**src/rtl/imem_controller.sv**
```systemverilog
// imem_controller
//   Sequencer and sole owner of the CPU instruction memory port. After reset
//   the block idles; it then either streams a program into memory (LOAD) or
//   fetches one instruction per cycle into a registered output (FETCH), with
//   stall, branch redirect and halt. Because the controller is the only driver
//   of the memory address/write lines, loader writes and fetches never collide.
//
// Ports
//   Clk, Rst_n                    clock, asynchronous active-low reset
//   Load_Start/Valid/Data/Last    loader byte stream; Load_Ready = accept
//   Run                           start execution at PC=0 (IDLE/HALTED only)
//   Cpu_Stall, Branch_Taken,      fetch control from the CPU
//   Branch_Target, Halt
//   Mem_Addr/WData/WE, Mem_RData  memory port (write on Clk rise, comb read)
//   PC                            next fetch address
//   Instr, Instr_PC, Instr_Valid  registered fetched instruction and its address
//   Cpu_Run                       high while fetching
//   Load_Done, Load_Err           sticky load status
//   Load_Count                    bytes written by the current/last load
module imem_controller #(
  parameter int ADDR_W = 8,
  parameter int DATA_W = 8
) (
  input  logic              Clk,
  input  logic              Rst_n,
  input  logic              Load_Start,
  input  logic              Load_Valid,
  input  logic [DATA_W-1:0] Load_Data,
  input  logic              Load_Last,
  output logic              Load_Ready,
  input  logic              Run,
  input  logic              Cpu_Stall,
  input  logic              Branch_Taken,
  input  logic [ADDR_W-1:0] Branch_Target,
  input  logic              Halt,
  output logic [ADDR_W-1:0] Mem_Addr,
  output logic [DATA_W-1:0] Mem_WData,
  output logic              Mem_WE,
  input  logic [DATA_W-1:0] Mem_RData,
  output logic [ADDR_W-1:0] PC,
  output logic [DATA_W-1:0] Instr,
  output logic [ADDR_W-1:0] Instr_PC,
  output logic              Instr_Valid,
  output logic              Cpu_Run,
  output logic              Load_Done,
  output logic              Load_Err,
  output logic [ADDR_W:0]   Load_Count
);

  localparam logic [ADDR_W-1:0] ADDR_LAST = '1;

  typedef enum logic [1:0] {
    S_IDLE,
    S_LOAD,
    S_FETCH,
    S_HALTED
  } state_t;

  state_t state, state_next;

  logic [ADDR_W-1:0] pc;
  logic [ADDR_W-1:0] ptr;
  logic [ADDR_W:0]   load_count;
  logic              load_done;
  logic              load_err;
  logic [DATA_W-1:0] instr_p1;
  logic [ADDR_W-1:0] instr_pc_p1;
  logic              vld_p1;

  logic waiting;
  logic load_accept;
  logic fetch_adv;

  assign waiting     = (state == S_IDLE) || (state == S_HALTED);
  assign load_accept = (state == S_LOAD) && Load_Valid;
  // Normal fetch only when no higher-priority halt/branch/stall this cycle.
  assign fetch_adv   = (state == S_FETCH) && !Halt && !Branch_Taken && !Cpu_Stall;

  always_ff @(posedge Clk or negedge Rst_n) begin
    if (!Rst_n) state <= S_IDLE;
    else        state <= state_next;
  end

  always_comb begin
    state_next = state;
    Load_Ready = 1'b0;
    Mem_WE     = 1'b0;
    Mem_WData  = '0;
    Mem_Addr   = pc;
    Cpu_Run    = 1'b0;
    case (state)
      S_IDLE, S_HALTED: begin
        // Load_Start wins over Run when both are asserted.
        if (Load_Start)  state_next = S_LOAD;
        else if (Run)    state_next = S_FETCH;
      end
      S_LOAD: begin
        Load_Ready = 1'b1;
        Mem_Addr   = ptr;
        Mem_WData  = Load_Data;
        Mem_WE     = Load_Valid;
        // Overflow: the byte at the last address is still written, then stop.
        if (Load_Valid && (Load_Last || ptr == ADDR_LAST)) state_next = S_IDLE;
      end
      S_FETCH: begin
        Cpu_Run = 1'b1;
        if (Halt) state_next = S_HALTED;
      end
      default: state_next = S_IDLE;
    endcase
  end

  // Load bookkeeping: pointer, byte count and sticky status flags.
  always_ff @(posedge Clk or negedge Rst_n) begin
    if (!Rst_n) begin
      ptr        <= '0;
      load_count <= '0;
      load_done  <= 1'b0;
      load_err   <= 1'b0;
    end else if (waiting && Load_Start) begin
      ptr        <= '0;
      load_count <= '0;
      load_done  <= 1'b0;
      load_err   <= 1'b0;
    end else if (load_accept) begin
      ptr        <= ptr + 1'b1;
      load_count <= load_count + 1'b1;
      if (Load_Last)              load_done <= 1'b1;
      else if (ptr == ADDR_LAST)  load_err  <= 1'b1;
    end
  end

  // Program counter: reset to 0 on Run, redirected by branch, held on
  // halt/stall, otherwise advanced alongside each fetch.
  always_ff @(posedge Clk or negedge Rst_n) begin
    if (!Rst_n) begin
      pc <= '0;
    end else if (waiting && !Load_Start && Run) begin
      pc <= '0;
    end else if (state == S_FETCH && !Halt && Branch_Taken) begin
      pc <= Branch_Target;
    end else if (fetch_adv) begin
      pc <= pc + 1'b1;
    end
  end

  // Stage p1: registered instruction captured from the memory read of PC.
  always_ff @(posedge Clk or negedge Rst_n) begin
    if (!Rst_n) begin
      instr_p1    <= '0;
      instr_pc_p1 <= '0;
      vld_p1      <= 1'b0;
    end else if (fetch_adv) begin
      instr_p1    <= Mem_RData;
      instr_pc_p1 <= pc;
      vld_p1      <= 1'b1;
    end else if (state != S_FETCH || Halt || Branch_Taken) begin
      // Squash on branch (wrong-path fetch) and never valid outside FETCH.
      vld_p1      <= 1'b0;
    end
  end

  assign PC          = pc;
  assign Instr       = instr_p1;
  assign Instr_PC    = instr_pc_p1;
  assign Instr_Valid = vld_p1;
  assign Load_Done   = load_done;
  assign Load_Err    = load_err;
  assign Load_Count  = load_count;

endmodule

```
**config.mk**
```make
export PLATFORM = sky130hd
export DESIGN_NAME = imem_controller
export DESIGN_NICKNAME = d
export VERILOG_FILES = /design/src/rtl/imem_controller.sv
export SDC_FILE = /design/constraint.sdc
export NUM_CORES = 1
export LEC_CHECK = 0
export CAP_MARGIN = 20
export CELL_PAD_IN_SITES_DETAIL_PLACEMENT = 1
export CELL_PAD_IN_SITES_GLOBAL_PLACEMENT = 2
export CORE_ASPECT_RATIO = 0.7
export CORE_UTILIZATION = 34
export DETAILED_ROUTE_END_ITERATION = 8
export DONT_BUFFER_PORTS = 1
export PLACE_DENSITY_LB_ADDON = 0.05
export RECOVER_POWER = 25
export SETUP_SLACK_MARGIN = 0.05
export SYNTH_ARGS = -nofsm -noshare
export SYNTH_HDL_FRONTEND = slang
export SYNTH_SLANG_ARGS = --single-unit
export TNS_END_PERCENT = 20
```
**constraint.sdc**
```tcl
create_clock -name Clk -period 1.55 [get_ports Clk]
set_input_delay 0.155 -clock Clk [delete_from_list [all_inputs] [get_ports Clk]]
set_output_delay 0.155 -clock Clk [all_outputs]
set_load 0.02 [all_outputs]
```
Word level (Yosys, flattened, before mapping)
Index checks and enable logic that the tools add are counted.

storage, ports and cells
  register bits = 46
  latch bits = 0
  bits in writable memories = 0
  memory bits (read-only) = 0
  bits of input ports = 33
  memories kept = 0

cells by class
  add/sub/neg operators = 3
  $mul = 0
  div/mod/pow operators = 0
  order comparisons = 0
  equal/unequal tests = 9
  shift operators = 0
  mux-type cells = 26
  bitwise gates (word level) = 0
  reduce and logical (&&, ||, !) cells = 27

operators with widths
  operator                                        count
  two-way mux 8 bit                               7
  two-way mux 9 bit                               2
  adder 8 x 1 -> 8 bit (second input constant)    2
  two-way mux 1 bit                               12
  adder 9 x 1 -> 9 bit (second input constant)    1
  logical AND 1 bit                               9
  == test 8 bit (second input constant)           1
  two-way mux 2 bit                               4
  nonzero test 2 bit                              4
  case mux 2 bit (3 select lines)                 1
  AND reduction 3 bit                             2
  == test 2 bit (second input constant)           2
  zero test 1 bit                                 4
  logical OR 1 bit                                4
  != test 2 x 1 -> 1 bit (second input constant)  2
  != test 2 bit (second input constant)           2
  != test 3 bit (second input constant)           1
  nonzero test 3 bit                              1
  == test 2 x 1 -> 1 bit (second input constant)  1
  zero test 2 bit                                 1
  AND reduction 2 bit                             1
  OR reduction 2 bit                              1

Depth between registers and ports, before layout
Gate-level depths: netlist (run 1).

  word-level depth = 7
  mapped depth = 8
  gate-level depth less buffers = 7

Worst setup path before layout (run 1)
Ideal clock, no wire load.

  kind = register to register
  start = register state[0]
  end = register instr_p1[0], in the netlist Instr[0]
  library setup time = 125 ps
  data arrival time = 1,649 ps
  setup slack = -224 ps
  stages on the path, launching flop included = 6
  cells stage by stage = dfrtp_1 inv_1 ha_1 nor4b_4 buf_2 mux2_2

on the way
  cells in the longest elaborated chain, start to end = 4

ends and longest elaborated chain
  item                             line  source
  start, declared                  59    state_t state, state_next;
  start signal, assigned           81    else state <= state_next;
  == test 2 bit                    77    assign fetch_adv = (state == S_FETCH) && !Halt && !Branch_Taken && !Cpu_Stall;
  logical AND 1 bit (3 in series)  77
  end signal, assigned             154   instr_p1 <= Mem_RData;
  end, declared                    66    logic [DATA_W-1:0] instr_p1;

Every way passes these cells.
A chain may end at the register's enable or synchronous reset.

Worst setup path after layout (run 1)
  start = register state[0]
  end = output port Mem_Addr[7]

on the way
  cells in the longest elaborated chain, start to end = 2

ends and longest elaborated chain
  item                    line  source
  == test 2 x 1 -> 1 bit  91    case (state)
  two-way mux 8 bit       91
  end, declared           36    output logic [ADDR_W-1:0] Mem_Addr,

Every way passes these cells.

==> results.txt, run 1 <==
----------------------------------------------------
[Status]
  Status ... complete, but fails checks
  Violations in the final reports ... setup timing

[Logic synthesis]
  Netlist area before placement ... 2350 µm²
  Register bit total from synthesis ... 46
  Area leader, netlist ... dfrtp_1
  Seq/Total Area, Yosys ... 0.490
  Warnings, synthesis ... 0
  Top cell type's share of synthesized area ... 0.490
  Netlist cell types ... 35
  Post-synth EDFFs ... 0
  Post-Syn Area per Cell ... between 10 and 15 µm²
  Most used flip-flop cell after synthesis ... dfrtp_1
  Most numerous cell in the Yosys netlist ... dfrtp_1
  Cell count after synthesis ... 218
  Net Count, Synth ... 256
  Asr flop ratio synth ... 1.00
  Most frequent cells after synthesis ... 46 x dfrtp_1, 26 x mux2_2, 23 x nor2_1, 16 x nand2_1, 13 x xor2_1
  Synth area leaders ... dfrtp_1 49%, mux2_2 12%, xor2_1 4.9%, nor2_1 3.7%, ha_1 2.7%

[Timing]
  Final count of hold timing violations ... 0
  Fin crit period ... 1.69 ns
  Highest clock rate ... 592 MHz
  Setup ws final ... -0.139 ns
  Fin Setup TNS ... -3.24 ns
  Total of endpoints with negative setup slack in the final report ... 41
  Final Max Slew Viols ... 0
  Least-Margin Pin Slew ... 1.08 ns
  Share of the cycle needed by the critical path after routing ... 1.09
  Unrepaired setup endpoints after global routing ... yes
  Worst rel slew slack ... 0.283
  Hold Worst Slack ... 0.0115 ns
  Worst-case clock skew ... 0.00463 ns

[GRT]
  Number of antenna violations at the first check in global routing ... 0
  First-pass GRT wire length ... between 10,000 and 15,000 µm
  Global routing usage summed across all routing layers ... 0.197
  Number of global-route vias before repair ... 2,036
  Congestion Overflow GR ... 0
  Maximum number of pins on one net before global-route repair ... 47

[Route]
  Total wire length after detailed routing ... 7160 µm
  Via density per instance ... 5.33
  Post-DR wirelength/cell ... 19.8 µm
  Number of search-and-repair iterations in the first detailed-routing pass ... 4
  Detailed-route DRC error count ... 0
  ANT nets after route ... 0
  Starting DRC count in detailed routing ... 92
  Via total after detailed routing ... 1,924

[Floorplan]
  Die ar. ... roughly 7200 µm²
  Die height ... 71.5 µm
  Std cell rows ... 24
  Initial Util ... 0.364
  Horizontal die dimension ... 101 µm
  Area of the placeable core ... 6460 µm²
  Top-level I/O count ... 88

[Critical path]
  Maximum fanout along the worst path ... 7
  Family with the most delay on the worst path ... flip-flops
  Cell depth of the worst flop-to-flop path ... 6
  Ordered cell list for the critical path ... ha_4 > buf_8 > buf_12 > mux2_4
  Critical Path Start Type ... register
  Slowest cell on the critical path ... dfrtp_2
  Reg2reg start ... state[1]$_DFFE_PN0P_
  Classification of the worst setup path ... reg -> out
  Crit path required time ... 1.39 ns
  Largest incremental delay on the critical path ... between 0.4 and 0.5 ns
  Crit path capture type ... output pin
  Critical register-to-register path endpoint ... state[0]$_DFFE_PN0P_
  Data arrival time of the critical path ... between 1.5 and 2 ns
  Reg2reg setup slack ... -0.11 ns
  Buf+Inv Stages, Crit Path ... 2

[Min path]
  Startpoint of the tightest hold check path ... Mem_RData[0]
  Depth of the worst hold-timing path ... 1
  Hold-critical path endpoint ... Instr[0]$_DFFE_PN0P_
  Hold WC Path Type ... in -> reg

[Final layout]
  Layout Nets ... 307
  Count of antenna diodes in the layout ... 0
  Fraction of layout cells with a size suffix above 1 ... 0.411
  Post-route design area ... 3310 µm²
  Filler instances ... a little under 700
  Count of non-filler cells in the finished layout ... between 300 and 400
  Area added between synthesis and finish ... 41.2%

[Placed design]
  DP HPWL ... 5040 µm
  Placed Cells incl. Taps ... 333
  Global placement routability congestion ... approximately 0.76
  IO Port Bufs ... 0
  Placement-stage cell area ... around 2700 µm²

[Pwr]
  Proportion of power drawn by combinational gates ... 0.481
  Static leakage ... 1.51 nW
  Sw frac ... 0.393
  Clock network fraction of design power ... 0.176
  Largest vdd supply drop ... 0.832 mV
  Power density of the placed cells ... 1890 nW/µm²
  Int Power ... 0.00380 W
  Sw power ... 0.00246 W
  Power after layout ... 0.00626 W
  Sequential power share ... 0.343

[Clock network]
  Clock root buffer master ... clkbuf_8
  Maximum buffer depth of the clock tree ... 2
  CTS HTree Levels ... 2
  Clock latency of the later-clocked register in the worst-skew pair ... 0.29 ns
  Clock sink count ... 46
  Clock buffers created by TritonCTS ... 5
  CTS tree ... yes
  Clock transition at the registers of the reported paths ... 0.09 ns

[Flow run]
  Max-cap viol count ... 0

----------------------------------------------------
==> what timing repair did <==
action	4_1_cts	5_1_grt
buffers inserted	7	1
setup endpoints to repair	61	63
hold endpoints to repair	50	3
pin swaps	11	5
cloned	1	2
hold buffers	6	3
resized for setup	44	24
==> cells by family (layout without fill, tap and decap cells) <==
family                     count (synthesis)  in the layout  synth area share
xor gates and xnor gates                  19             19            0.0709
and+or+nand+nor                           80             80             0.180
AOI/OAI and AO/OA                         26             26            0.0688
adders and majority gates                  5              5            0.0267
muxes                                     28             28             0.133
DFF                                       46             46             0.490
buffers and inverters                     14             66            0.0298
==> cells in the final DEF (no fill, tap or decap), drive strengths merged <==
cell type / count
ha: 5
nand3b: 1
a21oi: 11
dfrtp: 46
mux2i: 2
a211oi: 4
a32oi: 1
nor3b: 1
or4: 1
mux2: 26
nor2: 23
o21ai: 4
o211ai: 1
nand2: 16
nor3: 2
and4: 3
nand4: 8
xnor2: 6
bufinv: 2
nand2b: 3
or2: 1
nor2b: 3
nand3: 5
bufbuf: 1
and3: 3
a21o: 1
o221a: 1
a31oi: 1
buf: 41
inv: 6
xor2: 13
and2: 9
clkbuf: 8
dlygate4sd3: 8
o31ai: 2
nor4b: 1
==> power groups by stage <==
stage,Clock (W),Combinational (W),Sequential [W]
3_3_place_gp,0,0.00215,0.00216
5_1_grt,0.00117,0.00322,0.00221
6_report,0.00110,0.00301,0.00215
2_1_floorplan,0,0.00142,0.00225
4_1_cts,0.00114,0.00285,0.00215
3_5_place_dp,0,0.00225,0.00218
==> metal layers <==
metal	up-vias	GRT usage	wire length [µm]
met5	-	0	0
met4	0	0.0354	74
met3	8	0.0517	432
met2	72	0.326	3320
met1	979	0.264	3340
li1	865	-	-
==> through the flow <==
| stage | setup WS (ns) | utilization |
|---|---|---|
| floorplan | -0.0344 | - |
| global placement | -0.0305 | 0.424 |
| detailed placement | -0.170 | 0.424 |
| CTS | -0.149 | 0.491 |
| global route | -0.182 | 0.513 |
| finish | -0.139 | 0.513 |
==> area by class of cell <==
| class | count | area [µm²] | area share |
|---|---|---|---|
| clock buffers | 6 | 82.6 | 0.0249 |
| multi-input cells | 158 | 1360 | 0.409 |
| inverters | 6 | 30.0 | 0.00906 |
| well taps | 91 | 114 | 0.0344 |
| clock inverters | 2 | 60.1 | 0.0181 |
| repair buffers | 52 | 519 | 0.157 |
| flip-flops and latches | 46 | 1150 | 0.348 |
==> worst max-delay path by stage <==
stage | startpoint | to | slack [ns] | cells past startpoint
floorplan | state[0]$_DFFE_PN0P_ | Instr[0]$_DFFE_PN0P_ | -0.03 | 5
global placement | state[0]$_DFFE_PN0P_ | ptr[4]$_DFFE_PN0P_ | -0.03 | 4
detailed placement | state[0]$_DFFE_PN0P_ | state[0]$_DFFE_PN0P_ | -0.17 | 6
CTS | state[0]$_DFFE_PN0P_ | Mem_Addr[7] | -0.15 | 4
global route | state[0]$_DFFE_PN0P_ | Mem_Addr[4] | -0.18 | 4
finish | state[0]$_DFFE_PN0P_ | Mem_Addr[7] | -0.14 | 4
==> state kept, by name, indices dropped and copies added, names as in the netlist <==
signal / cells
Instr_Valid: 1
ptr: 8
Instr: 8
Instr_PC: 8
state: 2
Load_Done: 1
Load_Err: 1
Load_Count: 9
PC: 8
==> worst reg2reg max path, cell delays in order, from the launching register on <==
cell and delay [ns]:
dfrtp_1 0.40, buf_4 0.15, ha_4 0.29, nand2b_4 0.06
o221a_4 0.23, o31ai_4 0.08, mux2_4 0.35
Power figures use the tool's default switching activity.
==> inputs of run 2 (changes only) <==
Settings changed: CTS_CLUSTER_DIAMETER set to 40, TNS_END_PERCENT 20 to 100.
==> run 2 against run 1 <==
The flow still finishes with violations (setup timing). Fmax down 3.7%. Critical path depth grew 1. Worst hold slack lost 0.0085 ns. Via count is 0.68% higher. Sequential cell count stayed put. Sequential power barely moved. Highest routed layer unchanged. Routed wire length up 2.4%. Core utilization grew 3.2 points. Cell area grew 6.2%. Worst setup slack lost 0.064 ns. Clock power down 16%. Clock skew up 0.0019 ns.
==> results.txt, run 2 (synthesis results as in run 1) <==
----------------------------------------------------
[Placed design]
  IO Port Bufs ... 0 (unchanged)
  Global placement routability congestion ... 0.725 (-4.9%)
  Post-placement worst setup slack ... -0.0308 ns (+0.139 ns)
  DP HPWL ... 4820 µm (-4.3%)
  Placement-stage cell area ... 2750 µm² (+0.37%)

[Critical path]
  Crit path capture type ... output pin
  Buf+Inv Stages, Crit Path ... 3 (+1)
  Classification of the worst setup path ... reg -> out
  Largest incremental delay on the critical path ... 0.43 ns (-0.02 ns)
  Maximum fanout along the worst path ... 4 (-3)
  Data arrival time of the critical path ... 1.60 ns (+0.07 ns)
  Slowest cell on the critical path ... dfrtp_1
  Critical Path Start Type ... register
  Ordered cell list for the critical path ... buf_6 > ha_4 > buf_8 > buf_12 > mux2_4
  Family with the most delay on the worst path ... flip-flops
  Crit path required time ... 1.39 ns (about the same)

[Final layout]
  Most frequent cells in the layout ... 46 x dfrtp_1, 27 x buf_4, 22 x mux2_4, 22 x nor2_1
  Area added between synthesis and finish ... 50.0%
  Number of flip-flops under the largest register name ... 9 (unchanged)
  Most common cell after layout, fill and taps aside ... dfrtp_1
  Fraction of layout cells with a size suffix above 1 ... 0.480 (+0.0692)
  Layout Nets ... 316 (+2.9%)
  Post-route design area ... 3520 µm² (+6.2%)
  Count of antenna diodes in the layout ... 0 (unchanged)

[Clock network]
  Maximum buffer depth of the clock tree ... 2 (unchanged)
  CTS tree ... yes
  Clock latency of the later-clocked register in the worst-skew pair ... 0.30 ns (about the same)
  Clock buffers created by TritonCTS ... 5 (unchanged)
  Clock root buffer master ... clkbuf_8
  CTS HTree Levels ... 2 (unchanged)
  Clock transition at the registers of the reported paths ... 0.09 ns (about the same)
  Clock sink count ... 46 (unchanged)

[Floorplan]
  Horizontal die dimension ... 101 µm (unchanged)
  Initial Util ... 0.364 (unchanged)
  Area of the placeable core ... 6460 µm² (unchanged)
  Die ar. ... 7250 µm² (unchanged)
  Die height ... 71.5 µm (unchanged)
  Std cell rows ... 24 (unchanged)
  Top-level I/O count ... 88 (unchanged)

[Pwr]
  Power density of the placed cells ... 1780 nW/µm² (-5.9%)
  Static leakage ... 1.56 nW (+3.5%)
  Largest vdd supply drop ... 0.876 mV (+5.3%)

[Status]
  Status ... complete, but fails checks
  Violations in the final reports ... setup timing

[Timing]
  Final Max Slew Viols ... 0 (unchanged)
  Hold Worst Slack ... 0.00298 ns (-0.00849 ns)
  Worst rel slew slack ... 0.290 (+0.00743)
  Total of endpoints with negative setup slack in the final report ... 45 (+9.8%)
  Final count of hold timing violations ... 0 (unchanged)
  Setup ws final ... -0.203 ns (-0.0640 ns)
  Fin crit period ... 1.75 ns (+0.0640 ns)
  Highest clock rate ... 571 MHz (-3.7%)
  Unrepaired setup endpoints after global routing ... yes
  Worst-case clock skew ... 0.00654 ns (+0.00191 ns)
  Least-Margin Pin Slew ... 1.06 ns (-0.0111 ns)
  Share of the cycle needed by the critical path after routing ... 1.13 (+0.0413)

[Route]
  Via total after detailed routing ... 1,937 (+0.68%)
  Starting DRC count in detailed routing ... 57 (-38%)
  Post-DR wirelength/cell ... 19.8 µm (-0.13%)
  ANT nets after route ... 0 (unchanged)
  Via density per instance ... 5.24 (-1.8%)
  Total wire length after detailed routing ... 7330 µm (+2.4%)
  Detailed-route DRC error count ... 0 (unchanged)
  Number of search-and-repair iterations in the first detailed-routing pass ... 4 (unchanged)

[GRT]
  Number of global-route vias before repair ... 2,174 (+6.8%)
  Number of antenna violations at the first check in global routing ... 0 (unchanged)
  First-pass GRT wire length ... 11,200 µm (+3.8%)
  Congestion Overflow GR ... 0 (unchanged)
  Global routing usage summed across all routing layers ... 0.209 (+0.0119)
  Maximum number of pins on one net before global-route repair ... 47 (unchanged)

[Flow run]
  Max-cap viol count ... 0 (unchanged)

[Min path]
  Hold WC Path Type ... in -> reg

----------------------------------------------------
[run 2: cell types whose count changed in the layout (fill, tap and decap cells not counted), sizes merged]
| cell | previous run | this run |
|---|---|---|
| bufbuf | 1 | 0 |
| clkinv | 0 | 2 |
| bufinv | 2 | 1 |
| clkbuf | 8 | 5 |
| buf | 41 | 51 |
| dlygate4sd3 | 8 | 10 |
[run 2: final timing paths]
kind	to	from	slack (ns)	cells past startpoint
setup reg to reg	PC[3]$_DFFE_PN0P_	state[0]$_DFFE_PN0P_	-0.14	8
hold / removal	Load_Done$_DFFE_PN0P_	Load_Last	0.003	2
max in group asynchronous	Instr_PC[1]$_DFFE_PN0P_	Rst_n	0.28	2
min in group asynchronous	PC[6]$_DFFE_PN0P_	Rst_n	0.61	2
hold reg to reg	state[0]$_DFFE_PN0P_	state[0]$_DFFE_PN0P_	0.62	1
setup / recovery	Mem_Addr[3]	state[0]$_DFFE_PN0P_	-0.20	5
[run 2: final cells by class]
cell class                      instances  area [µm²]
Clock buffer                            5        68.8
Clock inverter                          3        43.8
Fill cell                             674        2940
Inverter                                6        27.5
Multi-Input combinational cell        158        1460
Sequential cell                        46        1150
Tap cell                               91         114
Timing Repair Buffer                   61         659
[run 2: per-layer routing]
layer  routed length [µm]  up-vias  GRT usage  share of wire
li1                     -      881          -              -
met1                 3210      978      0.260           0.44
met2                 3580       70      0.358           0.49
met3                  468        8     0.0683          0.064
met4                   76        0     0.0419          0.010
met5                    0        -          0              0
[run 2: through the flow]
| stage | power [W] | setup TNS [ns] | util | cells |
|---|---|---|---|---|
| after floorplan | 0.00372 | -0.348 | - | 218 |
| after global placement | 0.00435 | 0 | 0.426 | 332 |
| after detailed placement | 0.00447 | -0.0968 | 0.426 | 332 |
| after CTS | 0.00594 | -4.24 | 0.520 | 366 |
| after global routing | 0.00661 | -8.10 | 0.545 | 370 |
| final | 0.00626 | -4.78 | 0.545 | 370 |
[run 2: where the power goes]
part / switching, W / internal [W]
Sequential: 0.000627 / 0.00155
Combinational: 0.00150 / 0.00165
Clock: 0.000439 / 0.000484
[run 2: what timing repair did]
action,in CTS,in global routing
setup endpoints to repair,49,63
hold buffers,11,0
pin swaps,15,15
buffers inserted,12,6
cloned,3,0
gates resized for setup,47,45
endpoints found under the hold margin,55,0
[run 2: worst reg2reg max path, cell delays in order (launching register included)]
cell and delay [ns]:
dfrtp_1 0.43, inv_2 0.09, ha_4 0.13, nor4b_4 0.27, buf_6 0.17, buf_12 0.12
nand4_1 0.13, xor2_1 0.17, a21oi_1 0.14
